==> config.mk <==
export PLATFORM = sky130hd
export DESIGN_NAME = pulse_stretcher
export DESIGN_NICKNAME = d
export VERILOG_FILES = /design/src/rtl/pulse_stretcher.sv
export SDC_FILE = /design/constraint.sdc
export NUM_CORES = 1
export LEC_CHECK = 0
export BUFFER_PORTS_ARGS = -buffer_cell sky130_fd_sc_hd__buf_2
export CAP_MARGIN = 10
export CORE_ASPECT_RATIO = 0.75
export CORE_MARGIN = 5
export CORE_UTILIZATION = 44
export DETAILED_ROUTE_END_ITERATION = 7
export GPL_TIMING_DRIVEN = 0
export PLACE_DENSITY_LB_ADDON = 0.1
export SLEW_MARGIN = 20
export SYNTH_ARGS = -nofsm -noshare
export SYNTH_HDL_FRONTEND = slang
export SYNTH_SLANG_ARGS = --single-unit
==> constraint.sdc <==
create_clock -name CLK -period 3.4 [get_ports CLK]
set_input_delay 0.34 -clock CLK [delete_from_list [all_inputs] [get_ports CLK]]
set_output_delay 0.34 -clock CLK [all_outputs]
set_load 0.03 [all_outputs]
==> src/rtl/pulse_stretcher.sv <==
// pulse_stretcher: turns single-cycle pulses into queued HOLD-high / GAP-low windows
module pulse_stretcher #(
  parameter int HOLD_CYCLES = 4000000,
  parameter int GAP_CYCLES  = 4000000,
  parameter int CNT_W       = 22,
  parameter int PEND_W      = 4
) (
  input  logic              CLK,
  input  logic              clear,
  input  logic              pulse_in,
  input  logic              flush,
  output logic              level_out,
  output logic              busy,
  output logic [PEND_W-1:0] pending,
  output logic              overflow
);
  typedef enum logic [1:0] {IDLE = 2'd0, HOLD = 2'd1, GAP = 2'd2} state_t;
  localparam logic [CNT_W-1:0] HOLD_LD = CNT_W'(HOLD_CYCLES - 1);
  localparam logic [CNT_W-1:0] GAP_LD  = CNT_W'(GAP_CYCLES - 1);
  localparam logic [PEND_W-1:0] PEND_MAX = '1;
  state_t state, state_n;
  logic [CNT_W-1:0] cnt, cnt_n;
  logic [PEND_W-1:0] pend_n, pend_inc;
  logic ovf_n, done, full;
  assign done = cnt == '0;
  assign full = pending == PEND_MAX;
  assign pend_inc = full ? pending : pending + 1'b1;
  assign busy = state != IDLE;
  // next state, counter, queue and overflow; a pulse coinciding with a replay consumes its own slot
  always_comb begin
    state_n = state;
    cnt_n = cnt;
    pend_n = pending;
    ovf_n = overflow;
    if (flush) begin
      state_n = IDLE;
      cnt_n = '0;
      pend_n = '0;
      ovf_n = 1'b0;
    end else begin
      case (state)
        IDLE: if (pulse_in || pending != '0) begin
          state_n = HOLD;
          cnt_n = HOLD_LD;
          pend_n = pulse_in ? pending : pending - 1'b1;
        end
        HOLD: begin
          state_n = done ? GAP : HOLD;
          cnt_n = done ? GAP_LD : cnt - 1'b1;
          pend_n = pulse_in ? pend_inc : pending;
          ovf_n = overflow | (pulse_in & full);
        end
        GAP: if (done && (pending != '0 || pulse_in)) begin
          state_n = HOLD;
          cnt_n = HOLD_LD;
          pend_n = pulse_in ? pending : pending - 1'b1;
        end else begin
          state_n = done ? IDLE : GAP;
          cnt_n = done ? '0 : cnt - 1'b1;
          pend_n = pulse_in ? pend_inc : pending;
          ovf_n = overflow | (pulse_in & full);
        end
        default: begin
          state_n = IDLE;
          cnt_n = '0;
        end
      endcase
    end
  end
  // state registers; level_out registered from the next state so it is high exactly while in HOLD
  always_ff @(posedge CLK or posedge clear) begin
    if (clear) begin
      state <= IDLE;
      cnt <= '0;
      pending <= '0;
      overflow <= 1'b0;
      level_out <= 1'b0;
    end else begin
      state <= state_n;
      cnt <= cnt_n;
      pending <= pend_n;
      overflow <= ovf_n;
      level_out <= state_n == HOLD;
    end
  end
endmodule
== Word-level counts from Yosys, hierarchy flattened ==
Index checks and enable logic that the tools add are counted.
Operators by class
  add/sub/neg operators: 3
  equality and inequality tests: 6
  muxes and demuxes: 22
  bitwise gates (word level): 2
  reduce and logical (&&, ||, !) cells: 10
Operators by type and width (count)
  22-bit two-way mux: 5
  22-bit case mux with 3 select lines: 1
  4-bit two-way mux: 6
  22-bit logical NOT: 1
  22-bit by 1-bit subtractor with 22-bit output (second input constant): 1
  4-bit case mux with 3 select lines: 1
  2-bit two-way mux: 5
  4-bit nonzero test: 2
  3-bit != test (second input constant): 2
  2-bit case mux with 3 select lines: 1
  4-bit by 1-bit adder with 4-bit output (second input constant): 1
  2-bit by 1-bit equality test with 1-bit output (second input constant): 2
  4-bit equality test (second input constant): 1
  2-bit AND reduction: 2
  4-bit by 1-bit subtractor with 4-bit output (second input constant): 1
  3-bit nonzero test: 1
  2-bit equality test (second input constant): 1
  2-bit logical NOT: 1
  1-bit two-way mux: 2
  1-bit case mux with 2 select lines: 1
  2-bit nonzero test: 1
  1-bit AND: 1
  1-bit logical AND: 1
  1-bit logical OR: 1
  1-bit bitwise OR: 1
Word-level totals
  flip-flop bits (word level): 30
  bits of input ports: 4
  output and inout bits: 7
  word-level logic and storage cells: 48

== Depth between registers and ports, before layout ==
Gate-level depths: netlist (run 1).
  word-level depth: 7
  depth in mapped cells: 10
  mapped depth without buffers: 8

== Worst setup path after synthesis (run 1) ==
OpenSTA, ideal clock, no wires.
  path type: register to register
  start: reg pending[0]
  end: reg cnt[2]
  library setup time: 0.124 ns
  arrival: 2.382 ns
  setup slack: 0.894 ns
  stages on the path, launching flop included: 11
  path through: dfrtp_1 > inv_1 > ha_1 > or4b_1 > clkbuf_8 > nor2_2 > nor4_1 > nand2_1 > buf_2 > nor3b_1 > a211o_1
On the way
  word-level cells in the longest chain between the ends: 6
RTL lines
  start, declared: line 14  | output logic [PEND_W-1:0] pending,
  start signal, assigned: line 81  | pending <= pend_n;
  4-bit nonzero test *: line 42, 53
  1-bit logical OR *: line 42, 53
  1-bit logical AND: line 53  | GAP: if (done && (pending != '0 || pulse_in)) begin
  22-bit two-way mux: line 53
  22-bit case mux with 3 select lines: line 41  | case (state)
  22-bit two-way mux: line 35  | if (flush) begin
  end signal, assigned: line 80  | cnt <= cnt_n;
  end, declared: line 22  | logic [CNT_W-1:0] cnt, cnt_n;
Every way passes the cells marked *; elsewhere a longest branch is shown, timed or not.
A chain may end at the register's enable or synchronous reset.

== Worst setup path in the final report (run 1) ==
  start: reg pending[0]
  end: reg cnt[17]
Same word-level chain as after synthesis.

==> metrics.csv, run 1 <==
metric,value,unit
status,completed,
global-route wire length before repair,8420,um
Total Wirelength,5010,um
area grow syn2layout,11.1,%
clock period minus worst slack,2.76,ns
drt wl/cell,16.4,um
DR vias,1818,
Via density,5.94,
mux share of post-synthesis cell area,0.541,%
most frequent CP cell,nor3_1,
"slowest stage delay, CP",0.47,ns
Ports,11,
"Distinct cells, synth",56,
final hold viol count,0,
CTS tree,built,
DRT Pass-1 Iters,4,
Synth Area per Inst,9.02,um^2
Residual DRC,0,
share of synthesized flip-flops with an asynchronous set or reset,100,%
Resized cells post-CTS,0,
die area,6230,um^2
"Slew Viols, Final",0,
ys flop type,dfrtp_1,
DP Wirelength,3600,um
"Slowest-stage cell, CP",dfrtp_1,
reg2reg start,pending[0],
total power after layout,1930,uW
Clock transition at path regs,0.06,ns
RSZ-0062 raised after global routing,false,
Skew-Pair Late Insertion Delay,0.29,ns
layout cells sized above 1,16.5,%
total track usage,17.0,%
clk root buf,clkbuf_8,
xor and xnor area share after synthesis,4.20,%
I/O Buffers,10,
Final ANT Viol Nets,0,
r2r endpoint,cnt[17],
Max Fclk,362,MHz
Setup Viol. Count Final,0,
Synth Register Bits,30,
fillers,441,
Final Cycle Share,81.1,%
number of H-tree levels,2,
Hold Path Class,in -> async,
final setup TNS,0,ns
Die Y,69.6,um
antenna violations before repair,0,
"critical path fanouts, max",10,
Worst Skew,0.00758,ns
Worst Path Arrival,2.92,ns
Compound-Gate Fraction of Synth Area,20.7,%
sequential fraction of the synthesis area,36.0,%
WP buf/inv,3,
startpoint types,register,
Register-to-Register Path Depth,9,
cell area after synthesis,2080,um^2
Post-synth EDFFs,0,
Syn Inst Count,231,
Cell Pwr Density,836,nW/um^2
WHS,0.136,ns
deepest clock path buffer count,2,
FP Rows,21,
largest family of logic cells by synthesized area,simple AND/OR/NAND/NOR gates,
vias in the first global route,1645,
worst rel slew slack,31.1,%
clk sinks,30,
Initial DRC Count,143,
Slew @ Worst Pin,1.02,ns
CP Class,reg -> reg,
Critical Path RT,3.56,ns
grt ovf,0,
post-synthesis simple-gate area fraction,28.9,%
reg-to-reg setup timing slack,0.64,ns
crit-path cells,inv_1 > ha_1 > or4b_1 > clkbuf_8 > nor3_1 > clkbuf_1 > nor3_1 > xnor2_1 > nor2_1,
Static Leak,0.00103,uW
NumNets Final,260,
Post-CTS Setup Bufs,0,
nature of the critical path endpoint,register,
maximum vdd drop,0.304,mV
gpl congestion,0.853,
Yosys warning count,0,
max-cap viol count,0,
adder-cell area share of the yosys netlist,4.80,%
die width,89.5,um
Antenna Cells,0,
Top Family by Delay on Critical Path,simple AND/OR/NAND/NOR gates,
syn_nets,243,
Placeable Area,4520,um^2
largest net degree at the start of global routing,31,
CTS Hold Buffers Added,0,
CTS buffer count,5,
Starting Density,46.1,%
## cell usage in the layout (no fill, tap or decap), types with 7 or more instances in the layout
cell type / count
dfrtp_1: 30
nor3_1: 14
a211o_1: 8
ha_1: 8
buf_2: 12
nor3b_1: 7
clkbuf_8: 9
nand3_1: 8
o21ai_0: 14
nor2_1: 23
a21oi_1: 8
xnor2_1: 7
inv_1: 10
nand2_1: 14
## cell families after synthesis
kind of cell / after synthesis
and+or+nand+nor: 104
DFF: 30
buffers and inverters: 19
muxes: 1
adders and majority gates: 8
AOI/OAI and AO/OA: 59
xor gates and xnor gates: 10
## stage by stage
step                      cell area, um^2  setup WS [ns]  std cells  utilization, %
final                                2310          0.641        306            51.2
after global routing                 2310          0.419        306            51.2
after CTS                            2310          0.662        306            51.2
after detailed placement             2200          0.692        298            48.8
after global placement               2200          0.697        298            48.8
after floorplan                      2080          0.894        231               -
## cell usage after synthesis, drive strengths merged, types with 2 or more instances
library cell	instances	area, um^2
nor4	6	52.6
and2b	2	17.5
ha	8	100
o21ai	15	78.8
nand2	14	52.6
dfrtp	30	751
a31oi	3	18.8
a21o	2	15.0
xor2	3	26.3
a21oi	8	40.0
inv	11	41.3
buf	3	21.3
nor2	25	104
clkbuf	4	25.0
a41oi	2	25.0
and3	5	31.3
xnor2	7	61.3
or3	3	18.8
o2bb2ai	2	17.5
nor4b	3	32.5
nand4	4	25.0
o311ai	5	43.8
a211o	9	80.1
nor3b	7	52.6
nand3	9	50.1
or2	3	18.8
nor3	14	70.1
a211oi	2	15.0
or4	6	52.6
## state kept, by name, summed over array words and instances, names as in the netlist
name       flops
cnt           22
level_out      1
overflow       1
pending        4
state          2
## final cells by class
| cell class | count | area, um^2 | share of cell area, % |
|---|---|---|---|
| Buffer | 8 | 57.6 | 2.49 |
| Multi-Input combinational cell | 182 | 1230 | 53.3 |
| Inverter | 11 | 41.3 | 1.78 |
| Clock buffer | 8 | 110 | 4.76 |
| Timing Repair Buffer | 10 | 50.0 | 2.16 |
| Tap cell | 57 | 71.3 | 3.08 |
| Sequential cell | 30 | 751 | 32.4 |
## worst max path at each step
stage               slack [ns]  depth (start not counted)        from       to
floorplan                 0.89                         10  pending[0]   cnt[2]
global placement          0.70                         10  pending[0]   cnt[2]
detailed placement        0.69                         10  pending[0]   cnt[2]
CTS                       0.66                         10  pending[0]   cnt[2]
global route              0.42                          9  pending[0]  cnt[12]
finish                    0.64                          9  pending[0]  cnt[17]
## power by group
group	switching (uW)	leakage (uW)	total (uW)	internal (uW)
combinational	593	0.000573	985	392
clock	140	0.0000575	345	204
sequential	140	0.000397	605	465
total	873	0.00103	1930	1060
## per-layer routing
metal / track usage, % / up-vias / wire [um]
li1: - / 913 / -
met1: 28.8 / 849 / 2790
met2: 20.6 / 52 / 1860
met3: 4.28 / 4 / 329
met4: 3.97 / 0 / 36
met5: 0 / - / 0
No activity file was read; power rests on OpenSTA's default activity.
==> run 2: changes to the inputs <==
Clock period 3.4 ns to 2.6 ns, I/O delays scaled along.
==> metrics.csv, run 2 (synthesis results as in run 1) <==
metric,value,unit
Clock transition at path regs,0.07,ns
CTS tree,built,
CTS buffer count,5,
Place WS,-0.108,ns
CTS Hold Buffers Added,0,
status,completed,
nature of the critical path endpoint,register,
worst setup margin,0.120,ns
number of H-tree levels,2,
Cell Pwr Density,1090,nW/um^2
Critical Path RT,2.77,ns
Residual DRC,0,
grt ovf,0,
die area,6230,um^2
vias in the first global route,1645,
CP Class,reg -> reg,
die width,89.5,um
"critical path fanouts, max",8,
Top Registers,"cnt: 22 flops, pending: 4 flops, state: 2 flops",
I/O Buffers,10,
total track usage,17.0,%
area grow syn2layout,14.3,%
final cell count without fillers,310,
dpl cells,298,
deepest clock path buffer count,2,
Hold Path Class,in -> async,
DRT Pass-1 Iters,5,
maximum vdd drop,0.396,mV
Skew-Pair Late Insertion Delay,0.29,ns
Static Leak,0.00106,uW
DR vias,1840,
startpoint types,register,
Placeable Area,4520,um^2
worst rel slew slack,32.4,%
Worst Skew,0.00681,ns
Slew @ Worst Pin,1.01,ns
clk sinks,30,
Setup Viol. Count Final,0,
FP Rows,21,
Die Y,69.6,um
layout cells sized above 1,20.6,%
final hold viol count,0,
gpl congestion,0.853,
Final ANT Viol Nets,0,
drt wl/cell,16.3,um
"Slew Viols, Final",0,
max-cap viol count,0,
Max Fclk,403,MHz
Largest Register,cnt,
"commonest non-fill, non-tap cell in the layout",dfrtp_1,
most frequent cells in the layout,"dfrtp_1, nor2_1, o21ai_0",
antenna violations before repair,0,
largest net degree at the start of global routing,31,
clk root buf,clkbuf_8,
Via density,5.94,
Ports,11,
clock period minus worst slack,2.48,ns
Total Wirelength,5070,um
Initial DRC Count,154,
DP Wirelength,3600,um
Antenna Cells,0,
Worst Path Arrival,2.65,ns
global-route wire length before repair,8420,um
max reg flops,22,
NumNets Final,264,
fillers,434,
Final Cycle Share,95.4,%
Starting Density,46.1,%
WHS,0.0559,ns
-- run 2: cell types whose count changed in the layout (fill, tap and decap cells not counted), moves of 2 or more --
cell      previous run  this run
buf_4                0         4
clkbuf_4             0         2
nand2_2              0         2
nand2_1             14        12
-- run 2: report_power, final --
group | leakage, uW | switching, uW | internal (uW)
logic | 0.000606 | 795 | 557
clock network | 0.0000575 | 181 | 267
registers | 0.000396 | 187 | 609
total | 0.00106 | 1160 | 1430
-- run 2: worst max-delay path, cell delays in order, from the launching register on --
cell,delay [ns]
dfrtp_1,0.43
or4_4,0.58
nor4_4,0.30
nand3_2,0.26
o31a_1,0.39
o211a_1,0.14
a211o_1,0.26
-- run 2: layout make-up --
class / instances / area, um^2 / share of cell area, %
plain buffers: 8 / 63.8 / 2.68
clock buffers: 8 / 110 / 4.62
inverters: 11 / 41.3 / 1.73
multi-input cells: 182 / 1260 / 53.0
flip-flops and latches: 30 / 752 / 31.6
well taps: 57 / 71.3 / 3.00
repair buffers: 14 / 80.1 / 3.36
-- run 2: final timing paths --
path | cells past startpoint | end | slack (ns) | start
setup / recovery | 6 | pending[3] | 0.12 | cnt[4]
hold / removal | 2 | cnt[15] | 0.06 | clear
setup reg to reg | 6 | pending[3] | 0.12 | cnt[4]
hold reg to reg | 1 | cnt[7] | 0.53 | cnt[7]
max in group asynchronous | 2 | pending[0] | 2.07 | clear
min in group CLK | 4 | pending[2] | 0.46 | pulse_in
-- run 2: routing by layer --
metal / wire [um] / global-route usage [%]
met3: 307 / 4.28
met4: 51 / 3.97
met5: 0 / 0
met1: 2830 / 28.8
met2: 1880 / 20.6
-- run 2: what timing repair did --
item	in CTS	in global routing
pin swaps	0	3
gates resized for setup	3	9
setup buffers	0	4
hold endpoints to repair	0	0
gates cloned	0	0
setup endpoints to repair	12	14
-- run 2: stage by stage --
step / TNS, ns / power (uW) / utilization [%] / instance area, um^2
after floorplan: 0 / 1760 / - / 2080
after global placement: -0.714 / 2060 / 48.8 / 2200
after detailed placement: -0.836 / 2060 / 48.8 / 2200
after CTS: 0 / 2530 / 51.4 / 2320
after global routing: -0.000612 / 2790 / 52.7 / 2380
final: 0 / 2600 / 52.7 / 2380
